--- src/rtl/core_pkg.sv ---
// Shared core definitions: fetch FSM states, default reset PC and instruction width.
package core_pkg;

    localparam int          INSTR_W          = 32;
    localparam logic [31:0] DEFAULT_RESET_PC = 32'h0000_0000;

    typedef enum logic [1:0] {
        IDLE = 2'd0,
        REQ  = 2'd1,
        DROP = 2'd2
    } fetch_state_t;

endpackage

--- src/rtl/fetch_buffer.sv ---
// Two-entry FIFO holding {pc, instruction} pairs between fetch and decode.
module fetch_buffer
    import core_pkg::*;
#(
    parameter int DATA_W = 2 * INSTR_W
) (
    input  logic              clock,
    input  logic              reset_n,
    input  logic              push,
    input  logic              pop,
    input  logic              flush,
    input  logic [DATA_W-1:0] push_data,
    output logic [DATA_W-1:0] head_data,
    output logic [1:0]        count
);

    logic [DATA_W-1:0] mem [2];
    logic              wr_ptr;
    logic              rd_ptr;

    always_ff @(posedge clock or negedge reset_n) begin
        if (!reset_n) begin
            wr_ptr <= 1'b0;
            rd_ptr <= 1'b0;
            count  <= 2'd0;
        end else if (flush) begin
            wr_ptr <= 1'b0;
            rd_ptr <= 1'b0;
            count  <= 2'd0;
        end else begin
            if (push) wr_ptr <= ~wr_ptr;
            if (pop)  rd_ptr <= ~rd_ptr;
            case ({push, pop})
                2'b10:   count <= count + 2'd1;
                2'b01:   count <= count - 2'd1;
                default: count <= count;
            endcase
        end
    end

    // Payload storage is not reset; the head is masked to zero while empty instead.
    always_ff @(posedge clock) begin
        if (push && !flush) mem[wr_ptr] <= push_data;
    end

    assign head_data = (count != 2'd0) ? mem[rd_ptr] : '0;

endmodule

--- src/rtl/fetch_unit.sv ---
// Instruction fetch: single outstanding imem request, 2-entry decode buffer, redirect flush.
// Optional macro FETCH_MISALIGN_CHECK_EN: misaligned redirect raises sticky fault and halts fetch.
module fetch_unit
    import core_pkg::*;
#(
    parameter logic [31:0] RESET_PC = DEFAULT_RESET_PC
) (
    input  logic        clock,
    input  logic        reset_n,
    output logic        imem_req,
    output logic [31:0] imem_addr,
    input  logic        imem_ack,
    input  logic [31:0] imem_rdata,
    input  logic        redirect,
    input  logic [31:0] redirect_pc,
    output logic        d_valid,
    output logic [31:0] d_pc,
    output logic [31:0] d_instruction,
    input  logic        d_ready,
    output logic        fault
);

    fetch_state_t state, state_nxt;
    logic [31:0]  fetch_pc;
    logic [31:0]  req_addr;
    logic [31:0]  redir_target;
    logic         issue;
    logic         push;
    logic         pop;
    logic         halted;
    logic [1:0]   count;
    logic [63:0]  head;

`ifdef FETCH_MISALIGN_CHECK_EN
    logic fault_q;

    assign redir_target = redirect_pc;

    always_ff @(posedge clock or negedge reset_n) begin
        if (!reset_n)
            fault_q <= 1'b0;
        else if (redirect && (redirect_pc[1:0] != 2'b00))
            fault_q <= 1'b1;
    end

    assign fault  = fault_q;
    assign halted = fault_q;
`else
    assign redir_target = redirect_pc & 32'hFFFF_FFFC;
    assign fault        = 1'b0;
    assign halted       = 1'b0;
`endif

    // The request stays up through DROP so the bus sees a stable handshake until ack.
    assign imem_req  = (state != IDLE);
    assign imem_addr = req_addr;

    always_ff @(posedge clock or negedge reset_n) begin
        if (!reset_n) state <= IDLE;
        else          state <= state_nxt;
    end

    // Registered occupancy is used for issue, so an in-flight fetch always has a free slot.
    always_comb begin
        state_nxt = state;
        issue     = 1'b0;
        push      = 1'b0;
        case (state)
            IDLE: begin
                if (!redirect && !halted && (count < 2'd2)) begin
                    state_nxt = REQ;
                    issue     = 1'b1;
                end
            end
            REQ: begin
                if (imem_ack) begin
                    state_nxt = IDLE;
                    push      = !redirect;
                end else if (redirect) begin
                    state_nxt = DROP;
                end
            end
            DROP: begin
                if (imem_ack) state_nxt = IDLE;
            end
            default: state_nxt = IDLE;
        endcase
    end

    always_ff @(posedge clock or negedge reset_n) begin
        if (!reset_n) begin
            fetch_pc <= RESET_PC;
            req_addr <= RESET_PC;
        end else begin
            if (redirect)  fetch_pc <= redir_target;
            else if (push) fetch_pc <= req_addr + 32'd4;
            if (issue)     req_addr <= fetch_pc;
        end
    end

    assign pop = d_valid && d_ready && !redirect;

    fetch_buffer #(
        .DATA_W (2 * INSTR_W)
    ) u_fetch_buffer (
        .clock     (clock),
        .reset_n   (reset_n),
        .push      (push),
        .pop       (pop),
        .flush     (redirect),
        .push_data ({req_addr, imem_rdata}),
        .head_data (head),
        .count     (count)
    );

    assign d_valid       = (count != 2'd0);
    assign d_pc          = head[63:32];
    assign d_instruction = head[31:0];

endmodule

--- config.mk ---
export PLATFORM = sky130hd
export DESIGN_NAME = fetch_unit
export DESIGN_NICKNAME = d
export VERILOG_FILES = /design/src/rtl/core_pkg.sv /design/src/rtl/fetch_buffer.sv /design/src/rtl/fetch_unit.sv
export SDC_FILE = /design/constraint.sdc
export NUM_CORES = 1
export LEC_CHECK = 0
export CAP_MARGIN = 10
export CORE_ASPECT_RATIO = 1.4
export CORE_UTILIZATION = 40
export CTS_BUF_LIST = sky130_fd_sc_hd__clkbuf_2
export CTS_CLUSTER_DIAMETER = 200
export DETAILED_ROUTE_END_ITERATION = 6
export GPL_TIMING_DRIVEN = 0
export SYNTH_ARGS = -nofsm -noshare
export SYNTH_HDL_FRONTEND = slang
export SYNTH_HIERARCHICAL = 1
export SYNTH_SLANG_ARGS = --single-unit
export TNS_END_PERCENT = 50
--- constraint.sdc ---
create_clock -name clock -period 16.2 [get_ports clock]
set_clock_uncertainty 0.1 [all_clocks]
set_input_delay 4.05 -clock clock [delete_from_list [all_inputs] [get_ports clock]]
set_output_delay 4.05 -clock clock [all_outputs]
set_load 0.01 [all_outputs]
==> flow_metrics.py <==
metrics = {
    "grt": {
        "grt_max_degree": 71,
        "grt_antenna_before_repair": 2,
        "groute.usage.overall_pct": 19.2,
        "number_of_global_route_vias_before_repair": 5676,
        "global_route.overflow_total": 0,
        "first_pass_grt_wire_length_um": 30300,
    },
    "worst_setup_path": {
        "worst-r2r-cell-count": 7,
        "critPathRequiredTime_ns": 12.05,
        "worstSetupEndpointType": "output port",
        "cp-start-kind": "flop",
        "crit-reg2reg-launch": "state[0]",
        "path_max_fanout": 10,
        "critical_path_class": "flop to output port",
        "setup.reg_to_reg.worst_slack_ns": 13.16,
        "worst_r2r_endpoint": "u_fetch_buffer/mem[0][52]",
        "timing.critical_path.arrival_ns": 2.57,
    },
    "detailed_routing": {
        "post_drt_wl_per_cell_um": 18.8,
        "first_iter_violations": 244,
        "vias": 5344,
        "post_drt_via_cell_ratio": 5.16,
        "wirelength_um": 19500,
        "remaining_drc_errors": 0,
        "final_antenna_net_count": 0,
        "drt_pre_antenna_iters": 4,
    },
    "die": {
        "starting_density_of_the_core_pct": 40.7,
        "core-area_um2": 20400,
        "fp.dieW_um": 124,
        "num_io_pins": 168,
        "rows": 62,
        "dieHeight_um": 172,
        "die_area_um2": 21300,
    },
    "finish": {
        "filler_cell_count_in_the_final_layout": 1798,
        "stdcell_count": 1036,
        "areaGrowthSynthToFinish_pct": 28.0,
        "final_net_count": 835,
        "drive_above_1_share_pct": 13.4,
        "fin_util_pct": 52.1,
    },
    "min_path": {
        "hold_start": "fetch_pc[6]",
        "min_to": "imem_addr[6]",
        "hold_class": "flop to flop",
        "timing.hold.worst_path_depth": 2,
    },
    "yosys": {
        "async_flop_share_pct": 35.4,
        "number_of_synthesized_flops_with_an_enable_pin": 128,
        "netlist.top_cell.by_area": "sky130_fd_sc_hd__edfxtp_1",
        "synth.lib_cells_used.distinct": 44,
        "synth_commonest_cells": "sky130_fd_sc_hd__edfxtp_1, sky130_fd_sc_hd__nor2_1, sky130_fd_sc_hd__dfrtp_1",
        "synth.ff_latch_count": 198,
        "synthCells": 575,
        "mappedNetlistArea_um2": 8300,
        "synth_largest_type_area_fraction_pct": 46.3,
        "yosysWarnings": 6,
        "synth_seq_area_share_pct": 67.4,
        "dominant_cells_by_area_after_synthesis": "sky130_fd_sc_hd__edfxtp_1, sky130_fd_sc_hd__dfrtp_1, sky130_fd_sc_hd__mux2i_1, sky130_fd_sc_hd__mux2_2, sky130_fd_sc_hd__nor2_1",
        "synth_nets": 645,
        "synth_ff_type": "sky130_fd_sc_hd__edfxtp_1",
        "synthMostInstantiatedCell": "sky130_fd_sc_hd__edfxtp_1",
        "synth_area_per_cell_um2": 14.4,
    },
    "placed_design": {
        "routabilityCongestion": 0.813,
        "place_hpwl_um": 13900,
        "placed_cells_incl_taps": 1002,
        "port_buffers": 164,
    },
    "sta": {
        "max-slew-margin-rel_pct": 39.0,
        "finalCriticalPeriod_ns": 6.72,
        "final_hold_viol_count": 0,
        "finalSetupViolCount": 0,
        "worst_slew_pin_slew_ns": 0.915,
        "fin_crit_sh_pct": 41.5,
        "total_negative_slack_ns": 0,
        "grt_setup_unrepaired": "false",
        "final-max-slew-violation-count": 0,
        "max_clock_freq_mhz": 149,
    },
    "power": {
        "peakVddDrop_mv": 0.0555,
        "power.leakage_nw": 3.70,
        "pwr_density_cell_nw_per_um2": 106,
    },
    "clocking": {
        "postCtsSetupRepairBufs": 0,
        "cts.sinks": 198,
        "cts_tree": "built",
        "cts.root.buffer_cell": "sky130_fd_sc_hd__clkbuf_2",
        "clk_path_buf_depth": 2,
        "ctsHoldBuffers": 0,
        "ctsHtreeMaxLevel": 4,
        "clkLatencyLatePin_ns": 0.78,
        "path_clk_slew_ns": 0.30,
        "tritoncts.num_buffers": 17,
        "cts-resized-gates": 0,
    },
    "run": {
        "drv_cap": 0,
    },
    "status": {
        "outcome": "finished, final reports clean",
    },
}
[state kept, by name, indices dropped and copies added, names as in the netlist]
name / flops
imem_addr: 32
state: 2
u_fetch_buffer/count: 2
fetch_pc: 32
u_fetch_buffer/mem: 128
u_fetch_buffer/wr_ptr: 1
u_fetch_buffer/rd_ptr: 1
[cell families (layout without fill, tap and decap cells)]
group / count (synthesis) / count (layout) / synth area share [%]
buffers and inverters: 35 / 238 / 2.95
and+or+nand+nor: 151 / 151 / 9.39
xor gates and xnor gates: 30 / 30 / 3.16
muxes: 97 / 97 / 12.2
AOI/OAI and AO/OA: 62 / 62 / 4.75
other: 1 / 3 / 0.0452
DFF: 198 / 198 / 67.4
adders and majority gates: 1 / 1 / 0.151
[power breakdown]
part           total, mW  switching [mW]  internal (mW)
combinational      0.228           0.101          0.127
clock              0.243           0.180         0.0639
sequential         0.654          0.0636          0.590
total               1.13           0.344          0.782
[critical path, stage by stage (launching register included)]
cell,delay (ns)
sky130_fd_sc_hd__dfrtp_1,0.53
sky130_fd_sc_hd__nor2_4,0.34
sky130_fd_sc_hd__buf_2,0.34
sky130_fd_sc_hd__nor2_1,0.09
sky130_fd_sc_hd__clkdlybuf4s50_1,0.49
[layer usage]
metal	share of wire [%]	GRT usage, %	up-vias
li1	-	-	2499
met3	4.7	4.12	22
met4	1.9	6.91	0
met5	0	0	-
met2	54	34.8	144
met1	39	21.9	2679
[through the flow]
step / cell area (um2) / setup WS [ns] / power, mW / hold WS [ns]
final: 10600 / 9.48 / 1.13 / 0.429
after global routing: 10600 / 9.28 / 1.18 / 0.453
after CTS: 10600 / 9.38 / 1.14 / 0.430
after detailed placement: 10400 / 8.75 / 0.894 / 0.372
after global placement: 10300 / 1.77 / 0.887 / 0.363
after floorplan: 8300 / 5.88 / 0.756 / 0.344
[layout by cell type (no fill, tap or decap), drive strengths merged]
cell,synthesis,routed
clkdlybuf4s50,0,163
edfxtp,128,128
nor2,78,78
dfrtp,70,70
mux2i,66,66
mux2,31,31
o21ai,31,31
clkbuf,11,28
buf,18,26
a22oi,25,25
xor2,20,20
nand3,17,17
nand2,15,15
nand4,14,14
inv,6,14
xnor2,10,10
nor3,7,7
nor4,5,5
clkinv,0,5
and3,4,4
and3b,3,3
nor3b,3,3
diode,0,2
or2,2,2
and2,2,2
a22o,2,2
or3,1,1
a32oi,1,1
a222oi,1,1
a21oi,1,1
a221o,1,1
ha,1,1
conb,1,1
clkinvlp,0,1
bufinv,0,1
[area by class of cell]
type | count | area [um2] | share of cell area [%]
timing repair buffer | 171 | 1740 | 16.4
inverter | 6 | 22.5 | 0.212
buffer | 29 | 223 | 2.10
sequential | 198 | 5600 | 52.7
multi-input combinational | 342 | 2470 | 23.3
tap | 256 | 320 | 3.01
antenna | 2 | 5.00 | 0.0471
clock buffer | 17 | 85.1 | 0.801
clock inverter | 15 | 164 | 1.54
[worst max-delay path by stage]
| stage | start | endpoint | slack, ns | cells after the start |
|---|---|---|---|---|
| final | u_fetch_buffer/count[0] | d_pc[25] | 9.48 | 4 |
| after global routing | u_fetch_buffer/count[0] | d_pc[28] | 9.28 | 4 |
| after CTS | u_fetch_buffer/count[0] | d_pc[25] | 9.38 | 4 |
| after detailed placement | redirect | u_fetch_buffer/mem[0][29] | 8.75 | 8 |
| after global placement | redirect | u_fetch_buffer/mem[0][53] | 1.77 | 6 |
| after floorplan | redirect | u_fetch_buffer/mem[0][0] | 5.88 | 5 |
Note: power is estimated with default switching activity, not from simulation.
